$ cat config.mk
export PLATFORM = sky130hd
export DESIGN_NAME = alu_seq_muldiv_flat
export DESIGN_NICKNAME = d
export VERILOG_FILES = /design/src/rtl/muldiv_pkg.sv /design/src/rtl/alu_seq_muldiv_if.sv /design/src/rtl/alu_seq_muldiv.sv /design/src/flat_wrapper.sv
export SDC_FILE = /design/constraint.sdc
export NUM_CORES = 1
export LEC_CHECK = 0
export CORE_UTILIZATION = 40
export CTS_CLUSTER_SIZE = 24
export DETAILED_ROUTE_END_ITERATION = 16
export GPL_ROUTABILITY_DRIVEN = 0
export GPL_TIMING_DRIVEN = 1
export MAX_ROUTING_LAYER = met4
export PLACE_DENSITY = 0.77
export SETUP_SLACK_MARGIN = 0.2
export SLEW_MARGIN = 30
export SYNTH_ARGS = -nofsm -noshare
export SYNTH_HDL_FRONTEND = slang
export SYNTH_SLANG_ARGS = --single-unit
$ cat constraint.sdc
create_clock -name iClk -period 3.54 [get_ports iClk]
set_input_delay 0.708 -clock iClk [delete_from_list [all_inputs] [get_ports iClk]]
set_output_delay 0.708 -clock iClk [all_outputs]
set_load 0.1 [all_outputs]
$ cat src/rtl/muldiv_pkg.sv
// Shared types and constants for the sequential multiply/divide unit.
// The unsigned borrow helper lets the divider ignore the ALU flag outputs.
package muldiv_pkg;

    typedef enum logic [1:0] {
        IDLE = 2'd0,
        RUN  = 2'd1,
        DONE = 2'd2
    } state_t;

    localparam logic [3:0] ALU_ADD = 4'h1;
    localparam logic [3:0] ALU_SUB = 4'h2;
    localparam logic       MD_MUL  = 1'b0;
    localparam logic       MD_DIVU = 1'b1;
    localparam int         STEPS   = 32;

    // Unsigned borrow of a - b, rebuilt from the operand and result sign bits.
    function automatic logic sub_borrow(input logic a_msb, input logic b_msb, input logic c_msb);
        return (~a_msb & b_msb) | (~(a_msb ^ b_msb) & c_msb);
    endfunction

endpackage

$ cat src/rtl/alu_seq_muldiv_if.sv
// Request/result handshake plus the shared-ALU operand lines of the muldiv sequencer.
// The slave side is the sequencer; the master side is the execute stage and its ALU.
interface alu_seq_muldiv_if;
    logic        iStart;
    logic        iOp;
    logic [31:0] iA;
    logic [31:0] iB;
    logic        oBusy;
    logic        oDone;
    logic [31:0] oResult;
    logic [31:0] oRemainder;
    logic        oDivZero;
    logic [3:0]  oAluOP;
    logic [31:0] oAluA;
    logic [31:0] oAluB;
    logic [31:0] iAluC;

    modport slave (
        input  iStart, iOp, iA, iB, iAluC,
        output oBusy, oDone, oResult, oRemainder, oDivZero, oAluOP, oAluA, oAluB
    );

    modport master (
        output iStart, iOp, iA, iB, iAluC,
        input  oBusy, oDone, oResult, oRemainder, oDivZero, oAluOP, oAluA, oAluB
    );
endinterface

$ cat src/rtl/alu_seq_muldiv.sv
// Multi-cycle unsigned MUL / DIVU sequencer: one shift-add or restoring shift-subtract
// step per cycle through the CPU's external add/subtract ALU.
module alu_seq_muldiv #(
    parameter int WIDTH = 32,
    parameter int STEPS = 32
) (
    input  logic                  iClk,
    input  logic                  iRst_n,
    alu_seq_muldiv_if.slave       bus
);
    import muldiv_pkg::*;

    state_t           state_r;
    state_t           state_nxt_s;
    logic [4:0]       cnt_r;
    logic [WIDTH-1:0] acc_r;        // MUL accumulator / DIVU partial remainder
    logic [WIDTH-1:0] opa_r;        // MUL multiplicand / DIVU quotient (dividend shifts out)
    logic [WIDTH-1:0] opb_r;        // MUL multiplier / DIVU divisor
    logic [WIDTH-1:0] result_r;
    logic [WIDTH-1:0] remainder_r;
    logic             op_r;
    logic             divzero_r;

    logic             start_s;
    logic             dz_start_s;
    logic             last_s;
    logic             borrow_s;
    logic             take_s;
    logic [WIDTH-1:0] r_prime_s;
    logic [WIDTH-1:0] acc_nxt_s;
    logic [WIDTH-1:0] opa_nxt_s;
    logic [WIDTH-1:0] opb_nxt_s;

    // Start qualification: requests during RUN are dropped, divide-by-zero skips RUN.
    always_comb begin
        start_s    = bus.iStart & (state_r != RUN);
        dz_start_s = start_s & (bus.iOp == MD_DIVU) & (bus.iB == {WIDTH{1'b0}});
        last_s     = (cnt_r == 5'(STEPS - 1));
    end

    // State register.
    always_ff @(posedge iClk) begin
        if (!iRst_n) begin
            state_r <= IDLE;
        end else begin
            state_r <= state_nxt_s;
        end
    end

    // Next-state logic.
    always_comb begin
        state_nxt_s = state_r;
        case (state_r)
            IDLE, DONE: begin
                if (dz_start_s) begin
                    state_nxt_s = DONE;
                end else if (start_s) begin
                    state_nxt_s = RUN;
                end else begin
                    state_nxt_s = IDLE;
                end
            end
            RUN: begin
                if (last_s) begin
                    state_nxt_s = DONE;
                end else begin
                    state_nxt_s = RUN;
                end
            end
            default: state_nxt_s = IDLE;
        endcase
    end

    // One iteration step; top bit of the shifted remainder forces a subtract.
    always_comb begin
        r_prime_s = {acc_r[WIDTH-2:0], opa_r[WIDTH-1]};
        borrow_s  = sub_borrow(r_prime_s[WIDTH-1], opb_r[WIDTH-1], bus.iAluC[WIDTH-1]);
        take_s    = acc_r[WIDTH-1] | ~borrow_s;
        acc_nxt_s = acc_r;
        opa_nxt_s = opa_r;
        opb_nxt_s = opb_r;
        if (op_r == MD_MUL) begin
            acc_nxt_s = opb_r[0] ? bus.iAluC : acc_r;
            opa_nxt_s = opa_r << 5'd1;
            opb_nxt_s = opb_r >> 5'd1;
        end else begin
            acc_nxt_s = take_s ? bus.iAluC : r_prime_s;
            opa_nxt_s = {opa_r[WIDTH-2:0], take_s};
            opb_nxt_s = opb_r;
        end
    end

    // Shared ALU drive: only owned while iterating, parked on ADD 0+0 otherwise.
    always_comb begin
        if (state_r == RUN) begin
            bus.oAluOP = (op_r == MD_MUL) ? ALU_ADD : ALU_SUB;
            bus.oAluA  = (op_r == MD_MUL) ? acc_r : r_prime_s;
            bus.oAluB  = (op_r == MD_MUL) ? opa_r : opb_r;
        end else begin
            bus.oAluOP = ALU_ADD;
            bus.oAluA  = {WIDTH{1'b0}};
            bus.oAluB  = {WIDTH{1'b0}};
        end
    end

    // Datapath registers: operand latch on start, step update in RUN, result on last step.
    always_ff @(posedge iClk) begin
        if (!iRst_n) begin
            cnt_r       <= 5'd0;
            acc_r       <= {WIDTH{1'b0}};
            opa_r       <= {WIDTH{1'b0}};
            opb_r       <= {WIDTH{1'b0}};
            result_r    <= {WIDTH{1'b0}};
            remainder_r <= {WIDTH{1'b0}};
            op_r        <= MD_MUL;
            divzero_r   <= 1'b0;
        end else if (start_s) begin
            cnt_r     <= 5'd0;
            acc_r     <= {WIDTH{1'b0}};
            opa_r     <= bus.iA;
            opb_r     <= bus.iB;
            op_r      <= bus.iOp;
            divzero_r <= dz_start_s;
            if (dz_start_s) begin
                result_r    <= {WIDTH{1'b1}};
                remainder_r <= bus.iA;
            end
        end else if (state_r == RUN) begin
            cnt_r <= cnt_r + 5'd1;
            acc_r <= acc_nxt_s;
            opa_r <= opa_nxt_s;
            opb_r <= opb_nxt_s;
            if (last_s) begin
                result_r    <= (op_r == MD_MUL) ? acc_nxt_s : opa_nxt_s;
                remainder_r <= (op_r == MD_MUL) ? {WIDTH{1'b0}} : acc_nxt_s;
            end
        end
    end

    assign bus.oBusy      = (state_r == RUN);
    assign bus.oDone      = (state_r == DONE);
    assign bus.oResult    = result_r;
    assign bus.oRemainder = remainder_r;
    assign bus.oDivZero   = divzero_r;

endmodule

$ cat src/flat_wrapper.sv
// flat-port wrapper written by rule: the top's interface ports become plain ports
module alu_seq_muldiv_flat import muldiv_pkg::*;
#(
    parameter int WIDTH = 32,
    parameter int STEPS = 32
)
  (iClk, iRst_n, bus_iStart, bus_iOp, bus_iA, bus_iB, bus_iAluC, bus_oBusy, bus_oDone, bus_oResult, bus_oRemainder, bus_oDivZero, bus_oAluOP, bus_oAluA, bus_oAluB);
  alu_seq_muldiv_if bus_i ();
  input  logic iClk;
  input  logic iRst_n;
  input wire logic [$bits(bus_i.iStart)-1:0] bus_iStart;
  input wire logic [$bits(bus_i.iOp)-1:0] bus_iOp;
  input wire logic [$bits(bus_i.iA)-1:0] bus_iA;
  input wire logic [$bits(bus_i.iB)-1:0] bus_iB;
  input wire logic [$bits(bus_i.iAluC)-1:0] bus_iAluC;
  output wire logic [$bits(bus_i.oBusy)-1:0] bus_oBusy;
  output wire logic [$bits(bus_i.oDone)-1:0] bus_oDone;
  output wire logic [$bits(bus_i.oResult)-1:0] bus_oResult;
  output wire logic [$bits(bus_i.oRemainder)-1:0] bus_oRemainder;
  output wire logic [$bits(bus_i.oDivZero)-1:0] bus_oDivZero;
  output wire logic [$bits(bus_i.oAluOP)-1:0] bus_oAluOP;
  output wire logic [$bits(bus_i.oAluA)-1:0] bus_oAluA;
  output wire logic [$bits(bus_i.oAluB)-1:0] bus_oAluB;
  assign bus_i.iStart = bus_iStart;
  assign bus_i.iOp = bus_iOp;
  assign bus_i.iA = bus_iA;
  assign bus_i.iB = bus_iB;
  assign bus_i.iAluC = bus_iAluC;
  assign bus_oBusy = bus_i.oBusy;
  assign bus_oDone = bus_i.oDone;
  assign bus_oResult = bus_i.oResult;
  assign bus_oRemainder = bus_i.oRemainder;
  assign bus_oDivZero = bus_i.oDivZero;
  assign bus_oAluOP = bus_i.oAluOP;
  assign bus_oAluA = bus_i.oAluA;
  assign bus_oAluB = bus_i.oAluB;
  alu_seq_muldiv #(.WIDTH(WIDTH), .STEPS(STEPS)) u_core (.iClk(iClk), .iRst_n(iRst_n), .bus(bus_i));
endmodule
==> results of run 1 <==
worst min path at each step:
stage / slack [ns] / startpoint / cells past startpoint / to
global placement: 0.45 / u_core.cnt_r[4]$_SDFFE_PP0P_ / 2 / u_core.cnt_r[4]$_SDFFE_PP0P_
global route: 0.50 / u_core.cnt_r[1]$_SDFFE_PP0P_ / 2 / u_core.cnt_r[1]$_SDFFE_PP0P_
detailed placement: 0.46 / u_core.cnt_r[4]$_SDFFE_PP0P_ / 2 / u_core.cnt_r[4]$_SDFFE_PP0P_
CTS: 0.47 / u_core.cnt_r[4]$_SDFFE_PP0P_ / 2 / u_core.cnt_r[4]$_SDFFE_PP0P_
finish: 0.47 / u_core.cnt_r[4]$_SDFFE_PP0P_ / 2 / u_core.cnt_r[4]$_SDFFE_PP0P_
floorplan: 0.44 / u_core.cnt_r[4]$_SDFFE_PP0P_ / 2 / u_core.cnt_r[4]$_SDFFE_PP0P_
stage by stage:
step | utilization (%) | total power [mW] | worst slack, ns | area [sq um]
3_3_place_gp | 51.86 | 3.125 | 0.6222 | 11350
2_1_floorplan | - | 2.776 | 0.3003 | 8986
5_1_grt | 54.56 | 5.185 | 0.5539 | 11940
6_report | 54.56 | 5.016 | 0.6519 | 11940
4_1_cts | 54.56 | 5.026 | 0.6715 | 11940
3_5_place_dp | 51.86 | 3.139 | 0.5735 | 11350
worst register-to-register path: cells and delay by family (launching register included):
family,cells,cell delay (ns)
flops,1,0.43
simple gates,5,1.28
buf+inv,1,0.46
cell usage after synthesis (all sizes together), types with 2 or more instances:
cell type / instances / area share (%)
dfxtp: 169 / 38
nor2: 118 / 5.0
mux2i: 111 / 12
nand2: 109 / 4.6
a21oi: 108 / 6.0
clkbuf: 67 / 2.8
o221ai: 58 / 5.7
o21ai: 49 / 2.7
buf: 47 / 2.6
o211a: 47 / 5.2
nor2b: 37 / 2.6
o311a: 30 / 3.3
a211o: 18 / 1.8
a211oi: 18 / 1.5
inv: 17 / 0.71
nand3: 17 / 0.95
a31oi: 16 / 1.1
nor4: 9 / 0.63
and2: 5 / 0.35
ha: 3 / 0.42
nand4: 3 / 0.21
and3: 2 / 0.14
nand2b: 2 / 0.14
o221a: 2 / 0.25
o32ai: 2 / 0.20
xor2: 2 / 0.20
registers in the layout, summed over array words and instances (netlist names):
name and flops:
u_core.state_r 2, u_core.op_r 1, u_core.bus.oResult 32, u_core.bus.oDivZero 1, u_core.acc_r 32, u_core.opa_r 32, u_core.bus.oRemainder 32, u_core.opb_r 32
u_core.cnt_r 5
area by class of cell:
type	instances	area, sq um	share of cell area, %
Clock buffer	18	429.2	3.593
Multi-Input combinational cell	777	5077	42.51
Clock inverter	14	162.7	1.362
Inverter	17	63.81	0.5343
Tap cell	280	350.3	2.933
Sequential cell	169	3388	28.37
Timing Repair Buffer	260	2472	20.70
cells by family (layout without fill, tap and decap cells):
group	after synthesis	in the layout	share of synthesized area, %
adders and majority gates	3	3	0.4179
xor gates and xnor gates	3	3	0.2926
and+or+nand+nor	303	303	14.56
DFF	169	169	37.67
other	1	2	0.04175
muxes	112	112	12.49
buffers and inverters	131	309	6.157
AOI/OAI and AO/OA	354	354	28.37
where the power goes:
group | total, mW | internal (mW) | switching [mW]
Sequential | 2.11 | 1.99 | 0.122
Clock | 1.90 | 1.06 | 0.848
Combinational | 1.00 | 0.364 | 0.640
Total | 5.02 | 3.41 | 1.61
layer usage:
layer  up-vias  track usage (%)  routed length, um
li1       4282                -                  -
met1      4327            31.36              12290
met2       423            43.31              15210
met3        92            4.164               1930
met4         0            14.81               1584
met5         -                -                  0
==> results_dict.tcl, run 1 <==
set metrics [dict create \
    cp_data_required_time_ns 2.83 \
    tns_ns 0 \
    nets 1345 \
    synthArstFlopShare_pct 0 \
    rows 54 \
    wl_mm 31.02 \
    cts_root_buf "clkbuf_16" \
    crit_type "reg -> out" \
    run_status "complete, no violations" \
    initial_core_util_pct 41.03 \
    yosysSeqAreaShare_pct 37.67 \
    mostFrequentLayoutCells "dfxtp_1, clkdlybuf4s50_1, nor2_1" \
    clock_latency_ns 0.45 \
    yosys_register_bits 169 \
    design.core.area_sq_mm 0.02189 \
    die_x_um 151.9 \
    drive_gt1_share_pct 13.86 \
    cp_cell_sequence "nand2b_4, inv_2, and2_1, inv_1, buf_12" \
    slew_headroom_pct 32.37 \
    wire_per_inst_um 20.21 \
    fillCellCount 2034 \
    port_buffers 232 \
    tritoncts "yes" \
    synth_edf_count 0 \
    min_path_type "reg -> reg" \
    maxCapViolCount 0 \
    critPathMaxFanout 26 \
    fin_cells 1535 \
    crit_path_max_incr_delay_ns 0.45 \
    finalCriticalPeriod_ns 2.888 \
    syn_inst 1076 \
    crit_cells 5 \
    cts_setup_buffers 0 \
    antenna_found_initial 0 \
    place_inst 1503 \
    ys_warn_count 0 \
    skew_ns 0.01453 \
    timing.rr.end "u_core.opb_r[23]$_SDFFE_PN0P_" \
    path_buf_inv 3 \
    crit_start "u_core.state_r[0]$_SDFF_PN0_" \
    setup_viol 0 \
    whs_ns 0.4655 \
    reg2regPathDepth 6 \
    die_y_um 151.9 \
    cts_num_sinks 169 \
    arrival_ns 2.18 \
    grt_pass1_wl_mm 47.02 \
    cp_top_family "simple AND/OR/NAND/NOR gates" \
    grt_overflow_total 0 \
    first_pass_iters 5 \
    total_leakage_power_nw 5.118 \
    syn_to_final_growth_pct 32.97 \
    hpwl_mm 22.31 \
    worst_pin_slew_ns 1.011 \
    routed_via_density 5.944 \
    cp_slowest_cell "and2_1" \
    htree_levels 4 \
    synth_area_sq_mm 0.008982 \
    postRouteAntennaNets 0 \
    rsz0062_at_grt "false" \
    cts_resized 0 \
    p_per_area_mw_per_mm2 420.0 \
    ys_types 41 \
    ctsHoldBuffers 0 \
    timing.rr.start "u_core.state_r[0]$_SDFF_PN0_" \
    clock.fmax_mhz 346.2 \
    ioPinCount 235 \
    diodes 0 \
    numCtsBuffers 17 \
    endpoint "bus_oAluOP[0]" \
    min_period_over_period_pct 81.59 \
    grt_max_degree 70 \
    final_common_cell "dfxtp_1" \
    vias 9124 \
    path_clk_slew_ns 0.07 \
    reg2reg_slack_ns 1.25 \
    grt_usage_pct 26.63 \
    first_global_vias 8492 \
    slew_violations 0 \
    cp-start-kind "flip-flop" \
    die_area_sq_mm 0.02306 \
    synth_ff_type "dfxtp_1" \
    syn_avg_cell_area_sq_um 8.348 \
    drc 0 \
    vdd_drop_max_uv 352.4 \
    endpoint_kind "primary output" \
    drt_iter0_drc 885 \
    hold_viol 0 \
    clk_path_buf_depth 2 \
]
Power figures use the tool's default switching activity.
==> inputs of run 2 (changes only) <==
==> constraint.sdc (replaced) <==
create_clock -name iClk -period 2.8 [get_ports iClk]
set_input_delay 0.56 -clock iClk [delete_from_list [all_inputs] [get_ports iClk]]
set_output_delay 0.56 -clock iClk [all_outputs]
set_load 0.1 [all_outputs]
==> run 2 against run 1 <==
Largest power group unchanged. Setup slack got worse by 0.37 ns. Register-to-register slack got worse by 0.73 ns. Combinational power rose by 43%. Clock skew fell by 0.0044 ns.
==> results_dict.tcl, run 2 (synthesized netlist as in run 1, its figures left out) <==
set metrics [dict create \
    run_status "complete, no violations" \
    tritoncts "yes" \
    p_int_mw 4.222 \
    cp_data_required_time_ns 2.24 \
    vdd_drop_max_uv 339.3 \
    final_common_cell "dfxtp_1" \
    cp-start-kind "flip-flop" \
    finalCriticalPeriod_ns 2.519 \
    drc 0 \
    min_period_over_period_pct 89.97 \
    syn_to_final_growth_pct 44.56 \
    die_y_um 151.9 \
    crit_type "reg -> out" \
    hold_viol 0 \
    design.core.area_sq_mm 0.02189 \
    port_buffers 232 \
    hold_start "u_core.cnt_r[4]$_SDFFE_PP0P_" \
    antenna_found_initial 0 \
    mostFrequentLayoutCells "dfxtp_1, mux2i_1, nand2_1" \
    place_inst 1505 \
    grt_usage_pct 27.10 \
    wl_mm 31.29 \
    drive_gt1_share_pct 21.32 \
    initial_core_util_pct 41.03 \
    critPathMaxFanout 17 \
    p_seq_share_pct 42.4 \
    slew_violations 0 \
    numCtsBuffers 17 \
    slew_headroom_pct 36.10 \
    grt_overflow_total 0 \
    nets 1348 \
    tns_ns 0 \
    setup_viol 0 \
    routed_via_density 5.882 \
    maxCapViolCount 0 \
    min_path_type "reg -> reg" \
    whs_ns 0.4652 \
    clk_path_buf_depth 2 \
    path_clk_slew_ns 0.06 \
    ctsHoldBuffers 0 \
    fin_cells 1537 \
    grt_pass1_wl_mm 48.12 \
    htree_levels 4 \
    skew_ns 0.01018 \
    diodes 0 \
    die_area_sq_mm 0.02306 \
    endpoint_kind "primary output" \
    hpwl_mm 22.65 \
    wire_per_inst_um 20.36 \
    worst_pin_slew_ns 0.9579 \
    ioPinCount 235 \
    vias 9040 \
    drt_iter0_drc 734 \
    total_leakage_power_nw 5.359 \
    clock.fmax_mhz 396.9 \
    rsz0062_at_grt "false" \
    p_clk_share_pct 34.9 \
    grt_max_degree 90 \
    comb_power_share_pct 22.7 \
    crit_start "u_core.state_r[0]$_SDFF_PN0_" \
    p_per_area_mw_per_mm2 484.0 \
    cts_num_sinks 169 \
    power_switching_mw 2.062 \
    first_pass_iters 6 \
    first_global_vias 8598 \
    arrival_ns 1.96 \
    cts_root_buf "clkbuf_16" \
    clock_latency_ns 0.43 \
    die_x_um 151.9 \
    rows 54 \
    sw_frac_of_total_pct 32.82 \
    timing.rr.start "u_core.state_r[0]$_SDFF_PN0_" \
    postRouteAntennaNets 0 \
]
## run 2: changes by cell type in the layout (fill, tap and decap cells not counted), sizes merged
cell	previous run	this run
clkdlybuf4s50	128	98
buf	132	165
clkinv	4	6
bufinv	2	0
clkinvlp	2	1
## run 2: path summary, 6_finish.rpt
check                                      endpoint  slack (ns)  depth (start not counted)
max reg2reg  u_core.bus.oRemainder[10]$_SDFFE_PN0P_        0.52                          8
max                                   bus_oAluOP[0]        0.28                          5
min                    u_core.cnt_r[4]$_SDFFE_PP0P_        0.47                          2
min reg2reg            u_core.cnt_r[4]$_SDFFE_PP0P_        0.47                          2
## run 2: power by group through the flow
stage | combinational (mW) | sequential (mW) | clock, mW
floorplan | 0.943 | 2.63 | 0
global placement | 1.39 | 2.72 | 0
detailed placement | 1.41 | 2.72 | 0
CTS | 1.42 | 2.66 | 2.21
global route | 1.52 | 2.67 | 2.33
finish | 1.43 | 2.66 | 2.19
## run 2: area by class of cell
type | instances | area [sq um]
flip-flops and latches | 169 | 3388
inverters | 17 | 63.81
multi-input cells | 777 | 5449
fillers | 1907 | 8906
well taps | 280 | 350.3
clock buffers | 18 | 439.2
repair buffers | 263 | 3199
clock inverters | 13 | 95.09
## run 2: worst max-delay path, cell delays in order, from the launching register on
cell and delay [ns]:
dfxtp_1 0.44, nand2b_4 0.12, inv_2 0.25, and2_2 0.38, inv_1 0.15, buf_12 0.19
## run 2: stage by stage
| stage | worst slack [ns] | total power, mW | instance area, sq um | util [%] |
|---|---|---|---|---|
| 6_report | 0.2807 | 6.284 | 12990 | 59.32 |
| 5_1_grt | 0.2145 | 6.518 | 12990 | 59.32 |
| 4_1_cts | 0.3026 | 6.296 | 12990 | 59.32 |
| 3_5_place_dp | -0.001806 | 4.128 | 12440 | 56.82 |
| 3_3_place_gp | 0.04120 | 4.111 | 12440 | 56.81 |
| 2_1_floorplan | -0.2317 | 3.577 | 9354 | - |
## run 2: what timing repair did
item                                    in CTS  in global routing
endpoints found under the hold margin        0                  0
endpoints found under the setup margin       5                  0
gates resized for setup                      1                  0
setup buffers                                1                  0
## run 2: routing by layer
layer  up-vias  wire [um]  global-route usage [%]
met5         -          0                       -
met4         0       1469                   13.43
met3        96       1749                   4.649
met2       376      15460                   44.39
met1      4265      12600                   32.01
li1       4303          -                       -
